[config.mk]
export PLATFORM = sky130hd
export DESIGN_NAME = mem_stage_lsu_flat
export DESIGN_NICKNAME = d
export VERILOG_FILES = /design/src/rtl/mem_stage_lsu_if.sv /design/src/rtl/mem_stage_lsu.sv /design/src/flat_wrapper.sv
export SDC_FILE = /design/constraint.sdc
export NUM_CORES = 1
export LEC_CHECK = 0
export ABC_AREA = 1
export CORE_MARGIN = 2
export CORE_UTILIZATION = 35
export DETAILED_ROUTE_END_ITERATION = 8
export PLACE_DENSITY_LB_ADDON = 0.08
export REMOVE_ABC_BUFFERS = 1
export SYNTH_ARGS = -nofsm -noshare
export SYNTH_HDL_FRONTEND = slang
export SYNTH_SLANG_ARGS = --single-unit
[constraint.sdc]
create_clock -name clk -period 9.9 [get_ports clk]
set_clock_uncertainty 0.2 [all_clocks]
set_input_delay 1.98 -clock clk [delete_from_list [all_inputs] [get_ports clk]]
set_output_delay 1.98 -clock clk [all_outputs]
set_load 0.005 [all_outputs]
[src/rtl/mem_stage_lsu_if.sv]
// MS stage handshake bundle: EX->MS bus, MS->WB bus, forward bus, SRAM response and flush/drop controls.
// slave = the memory stage, master = the surrounding pipeline/SRAM environment.
interface mem_stage_lsu_if #(
  parameter int DATA_W  = 32,
  parameter int SIDE_W  = 96,
  parameter int MAX_OUT = 2
);
  localparam int CNT_W = $clog2(MAX_OUT + 1);

  logic                     ws_allowin;
  logic                     ms_allowin;
  logic                     es_to_ms_valid;
  logic [SIDE_W+DATA_W+46:0] es_to_ms_bus;
  logic                     es_drop_req;
  logic                     ms_to_ws_valid;
  logic [SIDE_W+DATA_W+38:0] ms_to_ws_bus;
  logic [DATA_W+6:0]        ms_fwd_bus;
  logic                     data_sram_data_ok;
  logic [DATA_W-1:0]        data_sram_rdata;
  logic                     ms_flush_pipe;
  logic                     ms_ex;
  logic [CNT_W-1:0]         ms_drop_cnt;

  modport slave (
    input  ws_allowin, es_to_ms_valid, es_to_ms_bus, es_drop_req,
           data_sram_data_ok, data_sram_rdata, ms_flush_pipe,
    output ms_allowin, ms_to_ws_valid, ms_to_ws_bus, ms_fwd_bus, ms_ex, ms_drop_cnt
  );

  modport master (
    output ws_allowin, es_to_ms_valid, es_to_ms_bus, es_drop_req,
           data_sram_data_ok, data_sram_rdata, ms_flush_pipe,
    input  ms_allowin, ms_to_ws_valid, ms_to_ws_bus, ms_fwd_bus, ms_ex, ms_drop_cnt
  );
endinterface

[src/rtl/mem_stage_lsu.sv]
// Memory stage (EX->WB): waits for / buffers data-SRAM responses, extracts load data, discards
// responses of flushed instructions. Optional misaligned-access exception: `define MS_ALIGN_CHECK_EN.
module mem_stage_lsu #(
  parameter int DATA_W  = 32,
  parameter int SIDE_W  = 96,
  parameter int MAX_OUT = 2
) (
  input  logic           clk,
  input  logic           reset,
  mem_stage_lsu_if.slave lsu
);
  localparam int CNT_W = $clog2(MAX_OUT + 1);
  localparam int OFF_W = $clog2(DATA_W / 8);

  // load_op one-hot: [0]=b [1]=h [2]=w [3]=bu [4]=hu [5]=wu; stores carry their size here too
  typedef struct packed {
    logic [SIDE_W-1:0] side;
    logic              ex;
    logic              mem_req;
    logic [5:0]        load_op;
    logic              res_from_mem;
    logic              gr_we;
    logic [4:0]        dest;
    logic [DATA_W-1:0] alu_result;
    logic [31:0]       pc;
  } es_bus_t;

  es_bus_t           bus_in, bus_r;
  logic              ms_valid, buf_valid;
  logic [DATA_W-1:0] rdata_buf;
  logic [CNT_W-1:0]  drop_cnt;
  logic [CNT_W:0]    drop_sum;

  logic              ale, ex_eff, mem_req_eff, ms_ex_w;
  logic [SIDE_W-1:0] side_eff;
  logic              own, ms_ready_go, ms_leave, cap;
  logic              inc_ms, dec;
  logic [DATA_W-1:0] src, sh, ld_data, final_result;

  assign bus_in = lsu.es_to_ms_bus;

`ifdef MS_ALIGN_CHECK_EN
  localparam logic [5:0] ECODE_ALE = 6'h09;
  logic mis_h, mis_w;
  assign mis_h = (bus_r.load_op[1] | bus_r.load_op[4]) & bus_r.alu_result[0];
  assign mis_w = (bus_r.load_op[2] | bus_r.load_op[5]) & (bus_r.alu_result[1:0] != 2'b00);
  // an older exception keeps its own ecode
  assign ale         = (mis_h | mis_w) & ~bus_r.ex;
  assign ex_eff      = bus_r.ex | ale;
  assign mem_req_eff = bus_r.mem_req & ~ale;
  assign side_eff    = ale ? {bus_r.side[SIDE_W-1:6], ECODE_ALE} : bus_r.side;
`else
  assign ale         = 1'b0;
  assign ex_eff      = bus_r.ex | ale;
  assign mem_req_eff = bus_r.mem_req;
  assign side_eff    = bus_r.side;
`endif

  // a response is ours only when no flushed request is still owed one
  assign own         = lsu.data_sram_data_ok & (drop_cnt == '0);
  assign dec         = lsu.data_sram_data_ok & (drop_cnt != '0);
  assign ms_ready_go = ~mem_req_eff | ex_eff | buf_valid | own;
  assign ms_leave    = ms_valid & ms_ready_go & lsu.ws_allowin;
  assign cap         = ms_valid & own & mem_req_eff & ~ex_eff & ~buf_valid
                       & ~(ms_ready_go & lsu.ws_allowin);
  assign inc_ms      = ms_valid & lsu.ms_flush_pipe & mem_req_eff & ~ex_eff & ~buf_valid & ~own;
  assign drop_sum    = {1'b0, drop_cnt} + (CNT_W+1)'(inc_ms) + (CNT_W+1)'(lsu.es_drop_req)
                       - (CNT_W+1)'(dec);

  assign lsu.ms_allowin = ~ms_valid | (ms_ready_go & lsu.ws_allowin);

  always_ff @(posedge clk or posedge reset) begin
    if (reset) begin
      ms_valid  <= 1'b0;
      buf_valid <= 1'b0;
      drop_cnt  <= '0;
      bus_r     <= '0;
      rdata_buf <= '0;
    end else begin
      if (lsu.ms_flush_pipe)   ms_valid <= 1'b0;
      else if (lsu.ms_allowin) ms_valid <= lsu.es_to_ms_valid;

      if (lsu.es_to_ms_valid && lsu.ms_allowin) bus_r <= bus_in;

      if (lsu.ms_flush_pipe || ms_leave) begin
        buf_valid <= 1'b0;
      end else if (cap) begin
        buf_valid <= 1'b1;
        rdata_buf <= lsu.data_sram_rdata;
      end

      drop_cnt <= drop_sum[CNT_W-1:0];
    end
  end

  // load extraction: shift the addressed byte lane down, then size/sign-extend
  assign src = buf_valid ? rdata_buf : lsu.data_sram_rdata;
  assign sh  = src >> {bus_r.alu_result[OFF_W-1:0], 3'b000};

  always_comb begin
    ld_data = '0;
    if (bus_r.load_op[0]) ld_data = DATA_W'($signed(sh[7:0]));
    if (bus_r.load_op[1]) ld_data = DATA_W'($signed(sh[15:0]));
    if (bus_r.load_op[2]) ld_data = DATA_W'($signed(sh[31:0]));
    if (bus_r.load_op[3]) ld_data = DATA_W'(sh[7:0]);
    if (bus_r.load_op[4]) ld_data = DATA_W'(sh[15:0]);
    if (bus_r.load_op[5]) ld_data = DATA_W'(sh[31:0]);
  end

  assign final_result = bus_r.res_from_mem ? ld_data : bus_r.alu_result;
  assign ms_ex_w      = ms_valid & ex_eff;

  assign lsu.ms_ex          = ms_ex_w;
  assign lsu.ms_to_ws_valid = ms_valid & ms_ready_go & ~lsu.ms_flush_pipe;
  assign lsu.ms_to_ws_bus   = {side_eff, ms_ex_w, bus_r.gr_we, bus_r.dest, final_result, bus_r.pc};
  assign lsu.ms_fwd_bus     = {ms_valid & bus_r.res_from_mem & ~ms_ready_go,
                               ms_valid & bus_r.gr_we, bus_r.dest, final_result};
  assign lsu.ms_drop_cnt    = drop_cnt;

  // more outstanding flushed requests than the SRAM can hold is an upstream protocol error
  assert property (@(posedge clk) disable iff (reset) drop_sum <= (CNT_W+1)'(MAX_OUT));
endmodule

[src/flat_wrapper.sv]
// flat-port wrapper written by rule: the top's interface ports become plain ports
module mem_stage_lsu_flat 
#(
  parameter int DATA_W  = 32,
  parameter int SIDE_W  = 96,
  parameter int MAX_OUT = 2
)
  (clk, reset, lsu_ws_allowin, lsu_es_to_ms_valid, lsu_es_to_ms_bus, lsu_es_drop_req, lsu_data_sram_data_ok, lsu_data_sram_rdata, lsu_ms_flush_pipe, lsu_ms_allowin, lsu_ms_to_ws_valid, lsu_ms_to_ws_bus, lsu_ms_fwd_bus, lsu_ms_ex, lsu_ms_drop_cnt);
  mem_stage_lsu_if #(.DATA_W(DATA_W), .SIDE_W(SIDE_W), .MAX_OUT(MAX_OUT)) lsu_i ();
  input  logic clk;
  input  logic reset;
  input wire logic [$bits(lsu_i.ws_allowin)-1:0] lsu_ws_allowin;
  input wire logic [$bits(lsu_i.es_to_ms_valid)-1:0] lsu_es_to_ms_valid;
  input wire logic [$bits(lsu_i.es_to_ms_bus)-1:0] lsu_es_to_ms_bus;
  input wire logic [$bits(lsu_i.es_drop_req)-1:0] lsu_es_drop_req;
  input wire logic [$bits(lsu_i.data_sram_data_ok)-1:0] lsu_data_sram_data_ok;
  input wire logic [$bits(lsu_i.data_sram_rdata)-1:0] lsu_data_sram_rdata;
  input wire logic [$bits(lsu_i.ms_flush_pipe)-1:0] lsu_ms_flush_pipe;
  output wire logic [$bits(lsu_i.ms_allowin)-1:0] lsu_ms_allowin;
  output wire logic [$bits(lsu_i.ms_to_ws_valid)-1:0] lsu_ms_to_ws_valid;
  output wire logic [$bits(lsu_i.ms_to_ws_bus)-1:0] lsu_ms_to_ws_bus;
  output wire logic [$bits(lsu_i.ms_fwd_bus)-1:0] lsu_ms_fwd_bus;
  output wire logic [$bits(lsu_i.ms_ex)-1:0] lsu_ms_ex;
  output wire logic [$bits(lsu_i.ms_drop_cnt)-1:0] lsu_ms_drop_cnt;
  assign lsu_i.ws_allowin = lsu_ws_allowin;
  assign lsu_i.es_to_ms_valid = lsu_es_to_ms_valid;
  assign lsu_i.es_to_ms_bus = lsu_es_to_ms_bus;
  assign lsu_i.es_drop_req = lsu_es_drop_req;
  assign lsu_i.data_sram_data_ok = lsu_data_sram_data_ok;
  assign lsu_i.data_sram_rdata = lsu_data_sram_rdata;
  assign lsu_i.ms_flush_pipe = lsu_ms_flush_pipe;
  assign lsu_ms_allowin = lsu_i.ms_allowin;
  assign lsu_ms_to_ws_valid = lsu_i.ms_to_ws_valid;
  assign lsu_ms_to_ws_bus = lsu_i.ms_to_ws_bus;
  assign lsu_ms_fwd_bus = lsu_i.ms_fwd_bus;
  assign lsu_ms_ex = lsu_i.ms_ex;
  assign lsu_ms_drop_cnt = lsu_i.ms_drop_cnt;
  mem_stage_lsu #(.DATA_W(DATA_W), .SIDE_W(SIDE_W), .MAX_OUT(MAX_OUT)) u_core (.clk(clk), .reset(reset), .lsu(lsu_i));
endmodule
Word level (Yosys, flattened, before mapping)
Cells that the tools add are included.
Widths: inputs -> output; s select.

operators by class
  $add $sub $neg = 3
  shifts and indexed selects = 1
  mux-type cells = 12
  bitwise gates (word level) = 33
  reduce and logical (&&, ||, !) cells = 7

operators with widths
  kind               number
  $mux 32            8
  $shr 32x5->32      1
  $and 1x1->1        20
  $not 1->1          9
  $reduce_bool 2->1  3
  $add 2x1->2        2
  $mux 1             4
  $or 1x1->1         4
  $logic_not 2->1    1
  $reduce_and 2->1   1
  $sub 2x1->2        1
  $logic_and 1x1->1  1
  $logic_or 1x1->1   1

word-level totals
  flip-flop bits (word level) = 211
  input port bits = 214
  logic and storage cells = 69

Logic depth before layout (Yosys ltp)
  word-level depth = 9
  mapped depth = 12
  gate-level depth less buffers = 11

Worst setup path before layout
OpenSTA, ideal clock, no wires.

  kind = input port to output port
  start = input port lsu_data_sram_rdata[31]
  end = output port lsu_ms_to_ws_bus[53]
  arrival = 3010 ps
  path slack = 4710 ps
  stages = 8
  cells stage by stage = nand2_1 nand2_1 nand2_1 o211ai_2 buf_4 nand3_1 a21oi_1 buf_4

between the ends
  longest elaborated chain between the ends = 9

ends and longest elaborated chain
  element          line                  RTL
  start, declared  flat_wrapper.sv:17    input wire logic [$bits(lsu_i.data_sram_rdata)-1:0] lsu_data_sram_rdata;
  $mux 32 *        mem_stage_lsu.sv:97   assign src = buf_valid ? rdata_buf : lsu.data_sram_rdata;
  $shr 32x5->32 *  mem_stage_lsu.sv:98   assign sh = src >> {bus_r.alu_result[OFF_W-1:0], 3'b000};
  $mux 32          mem_stage_lsu.sv:102  if (bus_r.load_op[0]) ld_data = DATA_W'($signed(sh[7:0]));
  $mux 32 *        mem_stage_lsu.sv:103  if (bus_r.load_op[1]) ld_data = DATA_W'($signed(sh[15:0]));
  $mux 32 *        mem_stage_lsu.sv:104  if (bus_r.load_op[2]) ld_data = DATA_W'($signed(sh[31:0]));
  $mux 32 *        mem_stage_lsu.sv:105  if (bus_r.load_op[3]) ld_data = DATA_W'(sh[7:0]);
  $mux 32 *        mem_stage_lsu.sv:106  if (bus_r.load_op[4]) ld_data = DATA_W'(sh[15:0]);
  $mux 32 *        mem_stage_lsu.sv:107  if (bus_r.load_op[5]) ld_data = DATA_W'(sh[31:0]);
  $mux 32 *        mem_stage_lsu.sv:110  assign final_result = bus_r.res_from_mem ? ld_data : bus_r.alu_result;
  end, declared    flat_wrapper.sv:21    output wire logic [$bits(lsu_i.ms_to_ws_bus)-1:0] lsu_ms_to_ws_bus;

Mark *: on every way between the ends. The rest lies on a longest branch, timed or not.

Worst setup path after layout
  start = input port lsu_data_sram_rdata[31]
  end = output port lsu_ms_to_ws_bus[49]

The elaborated chain is that of the path after synthesis.

==> flow_summary.yaml <==
run_status:
  outcome: "completed"
clocking:
  cts.clk_slew.worst_paths_ns: 0.05
  insertion_delay_ns: 0.53
  clkSinkCount: 211
  cts_hold_buf: 0
  htree_levels: 1
  cts_tree: "yes"
  cts_root_buffer: "clkbuf_16"
  cts_buffers: 27
  cts_resized: 0
  post_cts_buffers: 0
  ctsLongestPathBuffers: 3
floorplan:
  fp.dieW_um: 185.2
  io_pins: 425
  core_um2: 32450
  dieArea_um2: 34300
  rows: 66
  die_h_um: 185.2
  start_util: 0.3542
yosys:
  ys_types: 28
  ys_async_sr_fraction: 1.000
  synth_compound_area_frac: 0.08045
  synth_xor_area_frac: 0.001524
  netlist_instances: 1461
  synth-main-ff-cell: "dfrtp_1"
  synth_top_family_by_area: "simple AND/OR/NAND/NOR gates"
  ys_ff_latch: 211
  yosysWarnings: 0
  ys_seq_area_frac: 0.4594
  synthSimpleGateAreaFrac: 0.2742
  synthesis.area_um2: 11490
  syn_area_per_cell_um2: 7.867
  synth_fa_ha_area_frac: 0.002830
  synth_edf_count: 0
  muxShareOfSynthArea: 0
placed_design:
  dpl_worst_slack_ns: 3.258
  place_congestion: 0.8042
  post_dp_cell_area_um2: 14590
  port-buffer-count: 424
  hpwl_um: 26670
timing:
  worst_pin_slew_ns: 1.180
  setup_tns_ns: 0
  rsz0062_at_grt: "false"
  max_freq_mhz: 150.5
  fin_crit_sh: 0.6710
  hold_viol_final: 0
  relSlewSlack: 0.2133
  final-setup-viol-count: 0
  setup_ws_ns: 3.257
  holdWs_ns: 0.2655
  maxSlewViolCount: 0
  min_period_ns: 6.643
grt:
  gr-total-overflow: 0
  antenna_found_initial: 7
  grt_use_total: 0.2248
  grt_max_degree: 130
  grtUsageMet3: 0.07688
  grt_use_met1: 0.2762
  grt_pass1_wl_um: 59260
  gr-usage-met2: 0.3772
  grt_pass1_vias: 9851
  grt_busiest_layer: "met2"
worst_setup_path:
  start_kind: "input pin"
  reg2regPathDepth: 10
  r2r_slack_ns: 6.33
  required_ns: 7.72
  crit_chain: "clkdlybuf4s50_1, nand2_1, nand2_1, nand2_1, o211ai_2, nand3_1, a21oi_1, clkdlybuf4s50_1"
  cp-endpoint: "lsu_ms_to_ws_bus[49]"
  crit_arrival_ns: 4.46
  rr_startpoint: "u_core.buf_valid"
  worstSetupPathType: "input pin to primary output"
  cpPeakStageDelay_ns: 0.73
  crit_path_end_kind: "primary output"
  worstSetupStartpoint: "lsu_data_sram_rdata[31]"
  path_max_fanout: 16
  reg2reg_to: "u_core.bus_r[70]"
  critPathMostFrequentCell: "nand2_1"
  critPathSlowestCell: "o211ai_2"
detailed_routing:
  firstDrtPassIters: 5
  drt_iter0_drc: 593
  routed-via-count: 9946
  vias_per_cell: 4.676
  wirelength_um: 39170
  ant_nets: 0
  wl_per_cell_um: 18.41
  drc: 0
cells_and_area:
  syn_to_final_growth_pct: 34.80
  drive_gt1_frac: 0.05777
  fin_nets: 1875
  stdcell_area_um2: 15490
power:
  ir_drop_mv: 0.1168
  powerDensity_nw_per_um2: 197.4
  leakagePower_nw: 7.368
flow_run:
  maxCapViolations: 0
hold_path:
  hold_class: "flip-flop to flip-flop"
==> flip-flops by register name (all words and copies together), names as in the netlist, 2 cells and up <==
register                 flops
u_core.bus_r                39
u_core.rdata_buf            32
u_core.lsu.ms_fwd_bus        5
u_core.lsu.ms_to_ws_bus     33
u_core.side_eff             96
u_core.lsu.ms_drop_cnt       2
==> final cells by class <==
| type | count | area, µm² |
|---|---|---|
| Multi-Input combinational cell | 910 | 4148 |
| Clock inverter | 5 | 75.07 |
| Fill cell | 3266 | 16960 |
| Clock buffer | 44 | 809.5 |
| Antenna cell | 6 | 15.01 |
| Sequential cell | 211 | 5280 |
| Tap cell | 442 | 553.0 |
| Inverter | 74 | 285.3 |
| Timing Repair Buffer | 435 | 4328 |
==> worst max-delay path: cells and delay by family <==
family / cells / cell delay, ns
compound gates: 2 / 1.03
buf+inv: 2 / 1.04
simple gates: 4 / 0.40
==> per-layer routing <==
layer	up-vias	part of all wire	wire length (µm)
met3	52	0.089	3501
met5	-	0.00077	30
met4	4	0.021	839
met1	4661	0.40	15770
met2	337	0.49	19020
li1	4892	-	-
==> power breakdown <==
group / internal [mW] / total [mW] / switching, mW
clock: 0.605 / 0.987 / 0.382
sequential: 1.02 / 1.12 / 0.0968
combinational: 0.501 / 0.955 / 0.453
==> cells in the final DEF, fill, tap and decap left out, types with 2 or more instances in the layout <==
cell and count:
a21oi_1 56, clkbuf_16 27, nand2_1 473, bufinv_16 2
buf_4 11, nand2_2 4, clkinv_2 3, nor2_1 43
o21ai_2 33, inv_1 70, a31oi_1 8, clkbuf_1 10
nand3_1 232, inv_2 3, o22ai_1 4, clkdlybuf4s50_1 423
clkbuf_8 7, o211ai_1 7, diode_2 6, o21ai_0 38
dfrtp_1 211
==> worst min path at each step <==
stage	from	end	slack [ns]	cells past startpoint
after CTS	u_core.side_eff[12]	u_core.side_eff[12]	0.27	2
after detailed placement	u_core.side_eff[84]	u_core.side_eff[84]	0.26	2
after floorplan	u_core.bus_r[40]	u_core.bus_r[40]	0.24	2
after global placement	u_core.lsu.ms_to_ws_bus[31]	u_core.lsu.ms_to_ws_bus[31]	0.25	2
after global routing	u_core.side_eff[41]	u_core.side_eff[41]	0.29	2
final	u_core.side_eff[25]	u_core.side_eff[25]	0.27	2
==> synth_stat cells (3+ instances only) <==
cell | instances | area share
buf_1 | 7 | 0.0023
o211ai_1 | 7 | 0.0046
buf_2 | 33 | 0.014
inv_2 | 3 | 0.00098
clkbuf_1 | 31 | 0.010
buf_4 | 185 | 0.12
nand2_1 | 473 | 0.15
nand2_2 | 5 | 0.0027
dfrtp_1 | 211 | 0.46
nor2_1 | 43 | 0.014
o22ai_1 | 4 | 0.0022
nand3_1 | 232 | 0.10
buf_6 | 10 | 0.0098
a31oi_1 | 8 | 0.0044
inv_1 | 71 | 0.023
o21ai_2 | 34 | 0.026
a21oi_1 | 56 | 0.024
o21ai_0 | 38 | 0.017
==> metrics by stage <==
step / cells / util / power, mW
3_3_place_gp: 2072 / 0.4497 / 2.091
3_5_place_dp: 2072 / 0.4497 / 2.098
4_1_cts: 2121 / 0.4769 / 3.109
5_1_grt: 2123 / 0.4771 / 3.249
6_report: 2127 / 0.4774 / 3.059
2_1_floorplan: 1195 / - / 1.490
==> kinds of logic after synthesis <==
kind of cell	count (synthesis)
simple gates	756
compound gates	150
flops	211
xor+xnor	2
fa+ha+maj	2
buf+inv	340
Note: power is estimated with default switching activity, not from simulation.
